===== src/rtl/esdi_read_serializer_pkg.sv =====
// Shared framing definitions for the ESDI read serializer and the matching
// write-path deserializer, so both sides agree on preamble, sync and sector size.
package esdi_read_serializer_pkg;

    // Serializer sequencing states
    typedef enum logic [2:0] {
        ST_IDLE     = 3'd0,
        ST_PREAMBLE = 3'd1,
        ST_SYNC     = 3'd2,
        ST_DATA     = 3'd3,
        ST_FILL     = 3'd4
    } esdi_rd_state_e;

    localparam int unsigned ESDI_DEF_BIT_DIV        = 4;
    localparam int unsigned ESDI_DEF_PREAMBLE_BYTES = 12;
    localparam logic [7:0]  ESDI_DEF_SYNC_BYTE      = 8'h01;
    localparam int unsigned ESDI_DEF_SECTOR_BYTES   = 512;
    localparam int unsigned ESDI_BYTE_CNT_W         = 16;

endpackage


===== src/rtl/esdi_bit_cell_gen.sv =====
// Bit-cell timing for the ESDI read serializer.
// Ports:
//   clk, rst_n     - system clock, async active-low reset
//   enable_i       - high while the serializer is active in the coming cycle;
//                    low clears the cell counter and read clock to 0
//   read_clock_o   - registered read clock: low for the first half of a cell
//   cell_start_c_o - strobe, first system clock of a cell
//   cell_end_c_o   - strobe, last system clock of a cell
module esdi_bit_cell_gen #(
    parameter int unsigned BIT_DIV = 4
) (
    input  logic clk,
    input  logic rst_n,
    input  logic enable_i,
    output logic read_clock_o,
    output logic cell_start_c_o,
    output logic cell_end_c_o
);

    localparam int unsigned CNT_W = (BIT_DIV > 2) ? $clog2(BIT_DIV) : 1;
    localparam int unsigned HALF  = BIT_DIV / 2;

    logic [CNT_W-1:0] cell_cnt_q, cell_cnt_d;
    logic             read_clock_q, read_clock_d;
    logic             active_q;

    // The first active cycle starts at count 0; later cycles wrap 0..BIT_DIV-1.
    always_comb begin
        cell_cnt_d   = '0;
        read_clock_d = 1'b0;
        if (enable_i && active_q) begin
            if (cell_cnt_q == CNT_W'(BIT_DIV - 1)) begin
                cell_cnt_d = '0;
            end else begin
                cell_cnt_d = cell_cnt_q + CNT_W'(1);
            end
            read_clock_d = (cell_cnt_d >= CNT_W'(HALF));
        end
    end

    always_ff @(posedge clk or negedge rst_n) begin
        if (!rst_n) begin
            cell_cnt_q   <= '0;
            read_clock_q <= 1'b0;
            active_q     <= 1'b0;
        end else begin
            cell_cnt_q   <= cell_cnt_d;
            read_clock_q <= read_clock_d;
            active_q     <= enable_i;
        end
    end

    assign read_clock_o   = read_clock_q;
    assign cell_start_c_o = active_q && (cell_cnt_q == CNT_W'(0));
    assign cell_end_c_o   = active_q && (cell_cnt_q == CNT_W'(BIT_DIV - 1));

endmodule


===== src/rtl/esdi_read_serializer.sv =====
// Bit-serial ESDI read-data source: on a read-gate rise, sends PLL preamble,
// sync byte, SECTOR_BYTES stream bytes, then zero fill, as NRZ data + read clock.
// Optional build macro: ESDI_READ_SER_UNDERRUN_CNT_EN enables the saturating
// underrun_count; without it underrun_count is tied to 0.
// Ports:
//   csr_aclk, csr_aresetn        - system clock, async active-low reset
//   esdi_read_gate               - controller read gate (synchronised)
//   sector_number                - current sector from the sector timer
//   s_axis_tdata/tvalid/tready   - sector byte stream (tready is combinational)
//   esdi_read_data/clock         - NRZ read data and read clock
//   active_sector                - sector latched at read-gate rise
//   busy                         - serializer not idle
//   underrun, underrun_count     - sticky underrun flag, optional counter
module esdi_read_serializer
    import esdi_read_serializer_pkg::*;
#(
    parameter int unsigned BIT_DIV        = ESDI_DEF_BIT_DIV,
    parameter int unsigned PREAMBLE_BYTES = ESDI_DEF_PREAMBLE_BYTES,
    parameter logic [7:0]  SYNC_BYTE      = ESDI_DEF_SYNC_BYTE,
    parameter int unsigned SECTOR_BYTES   = ESDI_DEF_SECTOR_BYTES
) (
    input  logic        csr_aclk,
    input  logic        csr_aresetn,
    input  logic        esdi_read_gate,
    input  logic [7:0]  sector_number,
    input  logic [7:0]  s_axis_tdata,
    input  logic        s_axis_tvalid,
    output logic        s_axis_tready,
    output logic        esdi_read_data,
    output logic        esdi_read_clock,
    output logic [7:0]  active_sector,
    output logic        busy,
    output logic        underrun,
    output logic [15:0] underrun_count
);

    localparam int unsigned BC_W = ESDI_BYTE_CNT_W;

    esdi_rd_state_e  state_q, state_d;
    logic            gate_q;
    logic [7:0]      shift_q, shift_d;
    logic [2:0]      bit_idx_q, bit_idx_d;
    logic [BC_W-1:0] byte_cnt_q, byte_cnt_d;
    logic            read_data_q, read_data_d;
    logic            underrun_q, underrun_d;
    logic [7:0]      active_sector_q, active_sector_d;
    logic            busy_q;
    logic [7:0]      next_byte_c;
    logic            fetch_c;
    logic            tready_c;
    logic            cell_start_c;
    logic            cell_end_c;
    logic            gate_rise_c;

    assign gate_rise_c = esdi_read_gate && !gate_q;

    esdi_bit_cell_gen #(
        .BIT_DIV (BIT_DIV)
    ) u_cell (
        .clk            (csr_aclk),
        .rst_n          (csr_aresetn),
        .enable_i       (state_d != ST_IDLE),
        .read_clock_o   (esdi_read_clock),
        .cell_start_c_o (cell_start_c),
        .cell_end_c_o   (cell_end_c)
    );

    // Sequencing: the shifter moves on at cell start so that, at cell end,
    // its MSB is already the next bit to present on read data.
    always_comb begin
        state_d         = state_q;
        shift_d         = shift_q;
        bit_idx_d       = bit_idx_q;
        byte_cnt_d      = byte_cnt_q;
        read_data_d     = read_data_q;
        underrun_d      = underrun_q;
        active_sector_d = active_sector_q;
        next_byte_c     = 8'h00;
        fetch_c         = 1'b0;
        tready_c        = 1'b0;

        case (state_q)
            ST_IDLE: begin
                read_data_d = 1'b0;
                if (gate_rise_c) begin
                    active_sector_d = sector_number;
                    underrun_d      = 1'b0;
                    shift_d         = 8'h00;
                    bit_idx_d       = 3'd7;
                    byte_cnt_d      = '0;
                    state_d         = ST_PREAMBLE;
                end
            end
            default: begin
                if (!esdi_read_gate) begin
                    // Abort: partial byte dropped, no fetch this cycle
                    state_d     = ST_IDLE;
                    read_data_d = 1'b0;
                end else begin
                    if (cell_start_c) begin
                        shift_d = {shift_q[6:0], 1'b0};
                    end
                    if (cell_end_c) begin
                        if (bit_idx_q != 3'd0) begin
                            bit_idx_d   = bit_idx_q - 3'd1;
                            read_data_d = shift_q[7];
                        end else begin
                            bit_idx_d = 3'd7;
                            case (state_q)
                                ST_PREAMBLE: begin
                                    if (byte_cnt_q == BC_W'(PREAMBLE_BYTES - 1)) begin
                                        next_byte_c = SYNC_BYTE;
                                        state_d     = ST_SYNC;
                                    end else begin
                                        byte_cnt_d = byte_cnt_q + BC_W'(1);
                                    end
                                end
                                ST_SYNC: begin
                                    fetch_c    = 1'b1;
                                    byte_cnt_d = BC_W'(1);
                                    state_d    = ST_DATA;
                                end
                                ST_DATA: begin
                                    if (byte_cnt_q == BC_W'(SECTOR_BYTES)) begin
                                        state_d = ST_FILL;
                                    end else begin
                                        fetch_c    = 1'b1;
                                        byte_cnt_d = byte_cnt_q + BC_W'(1);
                                    end
                                end
                                default: ;
                            endcase
                            // A missing stream byte becomes 0x00; its slot is not retried
                            if (fetch_c) begin
                                tready_c = 1'b1;
                                if (s_axis_tvalid) begin
                                    next_byte_c = s_axis_tdata;
                                end else begin
                                    underrun_d = 1'b1;
                                end
                            end
                            shift_d     = next_byte_c;
                            read_data_d = next_byte_c[7];
                        end
                    end
                end
            end
        endcase
    end

    always_ff @(posedge csr_aclk or negedge csr_aresetn) begin
        if (!csr_aresetn) begin
            state_q         <= ST_IDLE;
            gate_q          <= 1'b0;
            shift_q         <= 8'h00;
            bit_idx_q       <= 3'd0;
            byte_cnt_q      <= '0;
            read_data_q     <= 1'b0;
            underrun_q      <= 1'b0;
            active_sector_q <= 8'h00;
            busy_q          <= 1'b0;
        end else begin
            state_q         <= state_d;
            gate_q          <= esdi_read_gate;
            shift_q         <= shift_d;
            bit_idx_q       <= bit_idx_d;
            byte_cnt_q      <= byte_cnt_d;
            read_data_q     <= read_data_d;
            underrun_q      <= underrun_d;
            active_sector_q <= active_sector_d;
            busy_q          <= (state_d != ST_IDLE);
        end
    end

`ifdef ESDI_READ_SER_UNDERRUN_CNT_EN
    logic [15:0] underrun_count_q;

    // Saturating count of underrun bytes, cleared only by reset
    always_ff @(posedge csr_aclk or negedge csr_aresetn) begin
        if (!csr_aresetn) begin
            underrun_count_q <= 16'h0000;
        end else if (tready_c && !s_axis_tvalid && (underrun_count_q != 16'hFFFF)) begin
            underrun_count_q <= underrun_count_q + 16'd1;
        end
    end

    assign underrun_count = underrun_count_q;
`else
    assign underrun_count = 16'h0000;
`endif

    assign s_axis_tready  = tready_c;
    assign esdi_read_data = read_data_q;
    assign active_sector  = active_sector_q;
    assign busy           = busy_q;
    assign underrun       = underrun_q;

endmodule


===== config.mk =====
export PLATFORM = sky130hd
export DESIGN_NAME = esdi_read_serializer
export DESIGN_NICKNAME = d
export VERILOG_FILES = /design/src/rtl/esdi_read_serializer_pkg.sv /design/src/rtl/esdi_bit_cell_gen.sv /design/src/rtl/esdi_read_serializer.sv
export SDC_FILE = /design/constraint.sdc
export NUM_CORES = 1
export LEC_CHECK = 0
export CAP_MARGIN = 40
export CORE_UTILIZATION = 53
export DETAILED_ROUTE_END_ITERATION = 8
export HOLD_SLACK_MARGIN = 0.15
export PLACE_DENSITY_LB_ADDON = 0.25
export SLEW_MARGIN = 40
export SYNTH_ARGS = -nofsm -noshare
export SYNTH_HDL_FRONTEND = slang
export SYNTH_HIERARCHICAL = 1
export SYNTH_SLANG_ARGS = --single-unit

===== constraint.sdc =====
create_clock -name csr_aclk -period 3.1 [get_ports csr_aclk]
set_clock_uncertainty 0.15 [all_clocks]
set_input_delay 0.62 -clock csr_aclk [delete_from_list [all_inputs] [get_ports csr_aclk]]
set_output_delay 0.62 -clock csr_aclk [all_outputs]
set_load 0.1 [all_outputs]

==> results of run 1 <==
==> flip-flops by register name (all words and copies together) (netlist names) <==
| name | cells |
|---|---|
| byte_cnt_q | 16 |
| active_sector | 8 |
| shift_q | 8 |
| bit_idx_q | 3 |
| state_q | 3 |
| u_cell/cell_cnt_q | 2 |
| busy | 1 |
| esdi_read_data | 1 |
| gate_q | 1 |
| u_cell/active_q | 1 |
| underrun | 1 |
==> metal layers <==
layer	up-vias	GRT usage, %	part of all wire (%)
met4	0	6.754	0.98
met5	-	0	0
met1	1062	30.81	47
met2	42	35.29	48
li1	1075	-	-
met3	6	4.558	4.1
==> cell usage in the layout, fill, tap and decap left out, types with 2 or more instances in the layout <==
master | synthesis | routed
o21ai_1 | 7 | 7
nand3_1 | 21 | 21
inv_1 | 9 | 9
or4_4 | 2 | 2
a21oi_1 | 7 | 7
nand4b_1 | 2 | 2
nor4b_1 | 2 | 2
nand2b_1 | 3 | 3
o221ai_1 | 2 | 2
ha_1 | 6 | 6
mux2_1 | 8 | 8
a22oi_1 | 2 | 2
clkdlybuf4s50_1 | 0 | 18
nand4_1 | 2 | 2
or3_1 | 4 | 4
and2_1 | 5 | 5
nor3_1 | 3 | 3
nand3b_1 | 4 | 4
mux2i_1 | 6 | 6
nor2_1 | 15 | 14
clkbuf_8 | 0 | 5
o21ai_0 | 3 | 3
and3_1 | 5 | 5
o32ai_1 | 8 | 8
a31oi_1 | 6 | 6
conb_1 | 1 | 16
a311o_1 | 2 | 2
o22a_1 | 3 | 3
nor2b_1 | 7 | 7
nand2_1 | 30 | 30
a21o_1 | 2 | 2
buf_4 | 18 | 26
or4b_2 | 4 | 4
dfrtp_1 | 45 | 44
clkinv_2 | 0 | 2
==> layout make-up <==
| class | count | area share [%] |
|---|---|---|
| multi-input cells | 212 | 44.69 |
| clock buffers | 6 | 2.323 |
| clock inverters | 2 | 0.3204 |
| well taps | 67 | 2.683 |
| repair buffers | 46 | 12.82 |
| inverters | 9 | 1.081 |
| flip-flops and latches | 45 | 36.08 |
==> per-stage QoR <==
step                cell area [sq um]  power, uW  util [%]  hold WS, ps
finish                           3124       1664     65.28        145.9
global route                     3124       1755     65.28        181.0
CTS                              3124       1679     65.28        152.6
detailed placement               3042       1328     63.56        327.4
global placement                 3042       1319     63.56        324.4
floorplan                        2750       1202         -        174.4
==> worst reg2reg max path, delay by kind of cell (launching register included) <==
family                 cells  cell delay (ps)
DFF                        1              430
buffers and inverters      1              290
AOI/OAI and AO/OA          2              730
and+or+nand+nor            3             1080
==> report_power, final <==
group          internal, uW  total, uW  switching [uW]
Combinational           156        564             408
Clock                   156        350             194
Sequential              662        750            87.3
Total                   975       1660             689
==> worst paths after layout <==
path / start / end / slack [ps] / cells after the start
min in group csr_aclk: active_sector[5] / active_sector[5] / 340 / 1
max in group asynchronous: csr_aresetn / byte_cnt_q[2] / 2080 / 2
min reg2reg: active_sector[5] / active_sector[5] / 340 / 1
max reg2reg: byte_cnt_q[11] / byte_cnt_q[11] / 310 / 6
max: u_cell/cell_cnt_q[0] / s_axis_tready / 290 / 7
min: csr_aresetn / byte_cnt_q[13] / 150 / 1
==> cell families (layout without fill, tap and decap cells) <==
logic type	Yosys count	in the layout
AO/OA/AOI/OAI	52	52
adder cells (fa/ha/maj)	6	6
buffers and inverters	40	63
flip-flops	45	45
multiplexers	14	14
other	1	16
AND/OR/NAND/NOR	124	124
==> reports/metrics.cfg, run 1 <==
[status]
status=finished, final reports clean

[timing]
period_needed_ps=2813
layout_setup_ws_ps=287.1
fmax_mhz=355.5
timing.slew.headroom_pct=64.44
max_slew.worst_pin.slew_ps=528.6
setup_viol=0
timing.final.crit_share_pct=90.74
hold_violations=0
fin_setup_tns_ps=0
drv_slew=0
rsz0062_at_grt=no

[synth]
synth.area.top_cells=dfrtp_1 (42%), buf_4 (5.0%), nand2_1 (4.2%)
synth-seq-cells=45
syn_inst=282
synth_most_common_cell=dfrtp_1
synth_xor_area_share_pct=0
synth_warnings=6
yosysUniqueCellTypes=60
synth_edf_count=0
yosys-top-cells-count=dfrtp_1 (45), nand2_1 (30), nand3_1 (21), buf_4 (18), nor2_1 (15)
synthFlopType=dfrtp_1
seq_area_frac_synth_pct=41.94
avgSynthCellArea_sq_um=9.522
synth_area_sq_um=2685
synthAdderAreaFrac_pct=2.796
synth_top_family_by_area=simple AND/OR/NAND/NOR gates
synth_top_area_share_pct=41.94
synth_compound_area_share_pct=14.31
synthMuxAreaShare_pct=5.592
async_reset_ff_share_pct=100.0
synthSimpleGateAreaFrac_pct=26.79
yosys.area.top_type=dfrtp_1

[clock_network]
cts_max_level=2
ctsRootBufferMaster=clkbuf_8
cts_buffer_depth=2
insertion_delay_ps=300
clkSlewWorstSetupHoldPaths_ps=80
ctsResizeCount=0
numCtsBuffers=5
post-cts-setup-buffers=0
cts_tree=yes
cts_sinks=45
holdBufCountCts=0

[drt]
wl_per_cell_um=14.02
route.vias.total=2185
drt_iter0_markers=94
routed_wirelength_um=5426
via_per_inst=5.646
ant_nets=0
drc=0
dr.pass1.iters=4

[die]
core_region_area_sq_um=4786
die_w_um=73.18
fp.dieArea_sq_um=5355
start_util_pct=56.10
dieHeight_um=73.18
io_pins=49
floorplan.rows=25

[global_route]
grt_pass1_vias=1956
grt_pass1_wl_um=9197
grt_max_degree=26
grt_antenna_before_repair=0
grtUsageTotal_pct=22.30
grt-ovfl-total=0

[final_layout]
drive_gt1_share_pct=15.94
n_antenna_cell=0
fin_cells=387
multi_input_area_sq_um=1396
nFillCells=408
nets=345
areaGrowthSynthToFinish_pct=16.36
seqCellArea_sq_um=1127

[pwr]
power.density_nw_per_um2=532.7
peakVddDrop_uv=309.8
p_leak_uw=0.001402

[place]
pre_cts_ws_ps=232.0
portBuffers=32
gp_congestion=0.8422
hpwl_um=3965
place_inst=379

[setup_path]
critPathKind=reg -> out
cp_max_fo=15
worstPathArrival_ps=2040
cp_cell_sequence=ha_1 > and2_2 > and3b_1 > buf_4 > nand3_1 > nor2_4 > buf_12
cp-end-kind=output port
path_delay_family=simple AND/OR/NAND/NOR gates
cp-start-kind=register
worstPathRequired_ps=2330
slowest_stage=dfrtp_1
critical_path.max_stage_delay_ps=380
critical_path_buf_inv_count=2

[min_path]
hold_class=in -> async

[flow_run]
cap_viol_max_count=0

(Power assumes the default switching activity.)
==> inputs of run 2 (changes only) <==
--- a/config.mk
+++ b/config.mk
@@ -5,11 +5,14 @@
 export SDC_FILE = /design/constraint.sdc
 export NUM_CORES = 1
 export LEC_CHECK = 0
+export ABC_AREA = 1
 export CAP_MARGIN = 40
-export CORE_UTILIZATION = 53
+export CORE_UTILIZATION = 55
+export CTS_BUF_LIST = sky130_fd_sc_hd__clkbuf_4
 export DETAILED_ROUTE_END_ITERATION = 8
 export HOLD_SLACK_MARGIN = 0.15
 export PLACE_DENSITY_LB_ADDON = 0.25
+export REMOVE_ABC_BUFFERS = 1
 export SLEW_MARGIN = 40
 export SYNTH_ARGS = -nofsm -noshare
 export SYNTH_HDL_FRONTEND = slang
==> run 2 against run 1 <==
- synthesized area up 9.3%
- sequential cell count unchanged
- clock power up 5%
- clock-buffer cell count down 1
- power down 14%
- core utilization down 1.0 points
- largest power group unchanged
- register-to-register slack better by 620 ps
- critical path type unchanged
- critical endpoint unchanged
- synthesized cell count up 48%
- critical path depth up 3
- non-clock buffer count down 12
==> reports/metrics.cfg, run 2 <==
[status]
status=finished, final reports clean

[drt]
routed_wirelength_um=6057
wl_met3_um=277
ant_nets=0
wl_met1_um=2840
drc=0
route.vias.total=2629
dr.pass1.iters=5
topRoutingLayerUsed=met4
drt_iter0_markers=206
wl_met2_um=2887
via_per_inst=5.075
wl_per_cell_um=11.69

[die]
fp.dieArea_sq_um=5631
dieHeight_um=75.04
floorplan.rows=26
io_pins=49
core_region_area_sq_um=5107
start_util_pct=57.45
die_w_um=75.04

[global_route]
grt-ovfl-total=0
grt_max_degree=46
grt_antenna_before_repair=0
grt_pass1_vias=2230
grtUsageTotal_pct=23.19
grt_pass1_wl_um=10030

[clock_network]
ctsRootBufferMaster=clkbuf_4
cts_buffer_depth=2
clkSlewWorstSetupHoldPaths_ps=140
insertion_delay_ps=370
ctsResizeCount=0
numCtsBuffers=5
cts_tree=yes
post-cts-setup-buffers=0
cts_sinks=45
cts_max_level=2
holdBufCountCts=1

[final_layout]
most-common-layout-cells=nand2_1 (153), dfrtp_1 (45), inv_1 (41)
areaGrowthSynthToFinish_pct=11.81
stdcell_area_sq_um=3281
drive_gt1_share_pct=10.71
n_antenna_cell=0
final_common_cell=nand2_1
largest_register=byte_cnt_q
largest_reg_flops=16
nets=473

[synth]
syn_inst=418
synthMuxAreaShare_pct=0
synth_edf_count=0
synth_most_common_cell=nand2_1
synth-seq-cells=45
seq_area_frac_synth_pct=38.38
synth_xor_area_share_pct=0
avgSynthCellArea_sq_um=7.019
synth_top_area_share_pct=38.38
async_reset_ff_share_pct=100.0
synth_compound_area_share_pct=6.269
synth_warnings=6
synth.area.top_cells=dfrtp_1 (38%), nand2_1 (20%), nand3_1 (5.8%)
synth_top_family_by_area=simple AND/OR/NAND/NOR gates
synthSimpleGateAreaFrac_pct=39.83
synth_area_sq_um=2934
synthFlopType=dfrtp_1
yosys-top-cells-count=nand2_1 (153), dfrtp_1 (45), inv_1 (41), nor2_1 (38), nand3_1 (34)
yosys.area.top_type=dfrtp_1
synthAdderAreaFrac_pct=2.559
yosysUniqueCellTypes=33

[place]
portBuffers=32
gp_congestion=0.8774
post_dp_cell_area_sq_um=3192
hpwl_um=4439

[setup_path]
cp_max_fo=5
worstPathArrival_ps=2120
critical_path_buf_inv_count=3
worstPathRequired_ps=2330
cp-start-kind=register
critPathKind=reg -> out
cp-end-kind=output port
critical_path.max_stage_delay_ps=430
cp_cell_sequence=inv_1 > ha_1 > inv_1 > nor2_1 > nand2_1 > nor2_1 > nand2_1 > nand2_1 > nor3_1 > buf_12
cpMostUsedCell=nand2_1
slowest_stage=dfrtp_1
path_delay_family=simple AND/OR/NAND/NOR gates

[min_path]
hold_class=reg -> reg

[timing]
setup_viol=0
timing.final.crit_share_pct=93.14
fmax_mhz=346.3
rsz0062_at_grt=no
timing.slew.headroom_pct=61.80
drv_slew=0
max_slew.worst_pin.slew_ps=573.0
hold_violations=0
period_needed_ps=2887

[pwr]
peakVddDrop_uv=321.5
power.density_nw_per_um2=435.8
power.total_uw=1430
p_leak_uw=0.001693

[flow_run]
cap_viol_max_count=0

-- run 2: cell types whose count changed after synthesis, moves of 6 or more --
| cell | before | now |
|---|---|---|
| clkbuf_1 | 11 | 2 |
| inv_1 | 9 | 41 |
| mux2_1 | 8 | 0 |
| mux2i_1 | 6 | 0 |
| nand2_1 | 30 | 153 |
| nand3_1 | 21 | 34 |
| nand4_1 | 2 | 12 |
| nor2_1 | 15 | 38 |
| nor2b_1 | 7 | 0 |
| o211ai_1 | 1 | 7 |
| o32ai_1 | 8 | 0 |
-- run 2: worst paths after layout --
| path | from | cells past startpoint | end | slack [ps] |
|---|---|---|---|---|
| worst max-delay path | byte_cnt_q[0] | 10 | s_axis_tready | 210 |
| worst min-delay path | active_sector[1] | 2 | active_sector[1] | 360 |
| worst max register to register | state_q[2] | 9 | byte_cnt_q[2] | 930 |
| worst min register to register | active_sector[1] | 2 | active_sector[1] | 360 |
| max in group asynchronous | csr_aresetn | 2 | state_q[2] | 1770 |
| min in group asynchronous | csr_aresetn | 2 | byte_cnt_q[15] | 630 |
-- run 2: area by class of cell --
cell class / count / area, sq um
tap: 70 / 87.58
clock inverter: 3 / 41.29
inverter: 49 / 185.2
fill: 467 / 1827
timing repair buffer: 34 / 315.3
clock buffer: 5 / 37.54
sequential: 45 / 1126
multi-input combinational: 312 / 1488
-- run 2: kinds of logic (layout without fill, tap and decap cells) --
group	after synthesis	in the layout
simple gates	262	262
compound gates	28	28
other cells	1	16
flops	45	45
fa+ha+maj	6	6
buf+inv	76	91
-- run 2: metal layers --
layer	up-vias	track usage, %
met5	-	0
met3	8	4.552
met1	1196	31.81
met2	86	38.44
li1	1339	-
met4	0	4.403
-- run 2: worst min-delay path, stage by stage, from the launching register on --
cell and delay (ps):
dfrtp_1 380, nand2_1 60, nand2_1 50
-- run 2: stage by stage --
step                std cells  utilization (%)  hold slack, ps  worst slack, ps  TNS [ps]
floorplan                 406                -           174.4            -1258     -2266
global placement          509            62.44           316.2            322.2         0
detailed placement        509            62.49           320.5            345.0         0
CTS                       518            64.23           359.1            194.5         0
global route              518            64.23           378.1            58.61         0
finish                    518            64.23           358.3            212.5         0
-- run 2: report_power, final --
group,total (uW),switching (uW),internal [uW]
registers,651,25.4,625
logic,412,323,88.7
clock network,367,200,167
total,1430,549,881
==> inputs of run 3 (changes only) <==
--- a/config.mk
+++ b/config.mk
@@ -7,9 +7,11 @@
 export LEC_CHECK = 0
 export ABC_AREA = 1
 export CAP_MARGIN = 40
+export CORE_ASPECT_RATIO = 2
 export CORE_UTILIZATION = 55
 export CTS_BUF_LIST = sky130_fd_sc_hd__clkbuf_4
 export DETAILED_ROUTE_END_ITERATION = 8
+export GPL_TIMING_DRIVEN = 1
 export HOLD_SLACK_MARGIN = 0.15
 export PLACE_DENSITY_LB_ADDON = 0.25
 export REMOVE_ABC_BUFFERS = 1
==> run 3 against run 2 <==
- worst hold slack lost 13 ps
- clock-buffer cell count unchanged
- die area is 0.31% higher
- fmax increased by 3.5%
- non-clock buffer count stayed put
- cell area decreased by 1.3%
- sequential cell count unchanged
- core utilization decreased by 1.2 points
==> reports/metrics.cfg, run 3 (synthesis results as in run 2) <==
[status]
status=finished, final reports clean

[clock_network]
cts_max_level=2
post-cts-setup-buffers=0
cts_buffer_depth=2
clkSlewWorstSetupHoldPaths_ps=130
cts_tree=yes
insertion_delay_ps=360
numCtsBuffers=5
ctsRootBufferMaster=clkbuf_4
cts_sinks=45

[die]
start_util_pct=57.10
floorplan.rows=37
fp.dieArea_sq_um=5648
die_w_um=53.65
core_region_area_sq_um=5139
io_pins=49
dieHeight_um=105.3

[setup_path]
ff2ff_setup_slack_ps=900
critical_path_buf_inv_count=3
cp-end-kind=output port
path_delay_family=simple AND/OR/NAND/NOR gates
worstPathRequired_ps=2330
ff2ff_path_depth=9
r2r_start=state_q[2]
cp-start-kind=register
critPathKind=reg -> out
worstPathArrival_ps=2020
cp_max_fo=5
crit_cells=10
critical_path.max_stage_delay_ps=450
critPathCapture=s_axis_tready
cp_cell_sequence=inv_1 > ha_1 > inv_1 > nor2_1 > nand2_1 > nor2_1 > nand2_1 > nand2_1 > nor3_2 > buf_12
slowest_stage=dfrtp_1
cpMostUsedCell=nand2_1
crit_start=byte_cnt_q[0]
reg2reg_to=byte_cnt_q[7]

[place]
hpwl_um=4863
gp_congestion=0.9153
portBuffers=32

[final_layout]
final_common_cell=nand2_1
most-common-layout-cells=nand2_1 (153), dfrtp_1 (45), inv_1 (41)
nets=473
multi_input_area_sq_um=1493
post-route-util_pct=63.04
n_antenna_cell=0
seqCellArea_sq_um=1126
largest_reg_flops=16
drive_gt1_share_pct=10.71
largest_register=byte_cnt_q
nFillCells=506
areaGrowthSynthToFinish_pct=10.41

[timing]
max_slew.worst_pin.slew_ps=584.8
hold_violations=0
period_needed_ps=2789
rsz0062_at_grt=no
fmax_mhz=358.5
timing.slew.headroom_pct=60.92
drv_slew=0
setup_viol=0
timing.final.crit_share_pct=89.98

[drt]
wl_per_cell_um=12.66
drc=0
route.vias.total=2678
ant_nets=0
dr.pass1.iters=4
routed_wirelength_um=6407
via_per_inst=5.292
drt_iter0_markers=77

[global_route]
grt_pass1_wl_um=10640
grt_max_degree=25
grt_pass1_vias=2535
grt_antenna_before_repair=0
grt-ovfl-total=0
grtUsageTotal_pct=25.59

[pwr]
power.density_nw_per_um2=412.0
power.total_uw=1335
peakVddDrop_uv=404.7
p_leak_uw=0.001683

[flow_run]
cap_viol_max_count=0

[min_path]
hold_class=reg -> reg

-- run 3: metal layers --
metal  track usage (%)  share of wire, %
met5                 0                 0
met2             45.54                56
met3             4.040               4.0
met4             14.10               2.5
met1             26.55                38
-- run 3: through the flow --
| stage | hold slack, ps | std cells | setup TNS, ps | area, sq um | setup WS (ps) |
|---|---|---|---|---|---|
| after floorplan | 174.4 | 406 | -2266 | 2799 | -1258 |
| after global placement | 314.5 | 497 | 0 | 3174 | 206.4 |
| after detailed placement | 315.6 | 497 | 0 | 3174 | 205.9 |
| after CTS | 348.0 | 506 | 0 | 3234 | 143.8 |
| after global routing | 363.0 | 506 | 0 | 3239 | 147.1 |
| final | 345.6 | 506 | 0 | 3239 | 310.7 |
-- run 3: cell type report --
cell class / count / area share [%]
clock buffers: 5 / 1.159
clock inverters: 3 / 0.3862
inverters: 49 / 5.716
multi-input cells: 312 / 46.08
flip-flops and latches: 45 / 34.76
well taps: 58 / 2.240
repair buffers: 34 / 9.656
-- run 3: timing repair --
item                                   CTS  global route
endpoints found under the hold margin   21             0
hold buffers                             1             0
setup endpoints to repair                0             1
gates resized for setup                  0             1
-- run 3: how the worst min path moves through the flow --
stage / startpoint / to / slack [ps] / cells past startpoint
final: shift_q[4] / shift_q[4] / 350 / 2
after global routing: active_sector[6] / active_sector[6] / 360 / 2
after CTS: shift_q[4] / shift_q[4] / 350 / 2
after detailed placement: shift_q[4] / shift_q[4] / 320 / 2
after global placement: active_sector[2] / active_sector[2] / 310 / 2
after floorplan: csr_aresetn / active_sector[0] / 170 / 0
-- run 3: worst min-delay path: stages, from the launching register on --
cell,delay (ps)
dfrtp_1,360
nand2_1,50
nand2_1,60
-- run 3: power breakdown --
group	total [uW]	leakage, uW	switching (uW)	internal (uW)
registers	651	0.000595	25.4	625
clock network	272	0.0000300	190	82.4
logic	412	0.00106	323	88.4
total	1330	0.00168	538	796
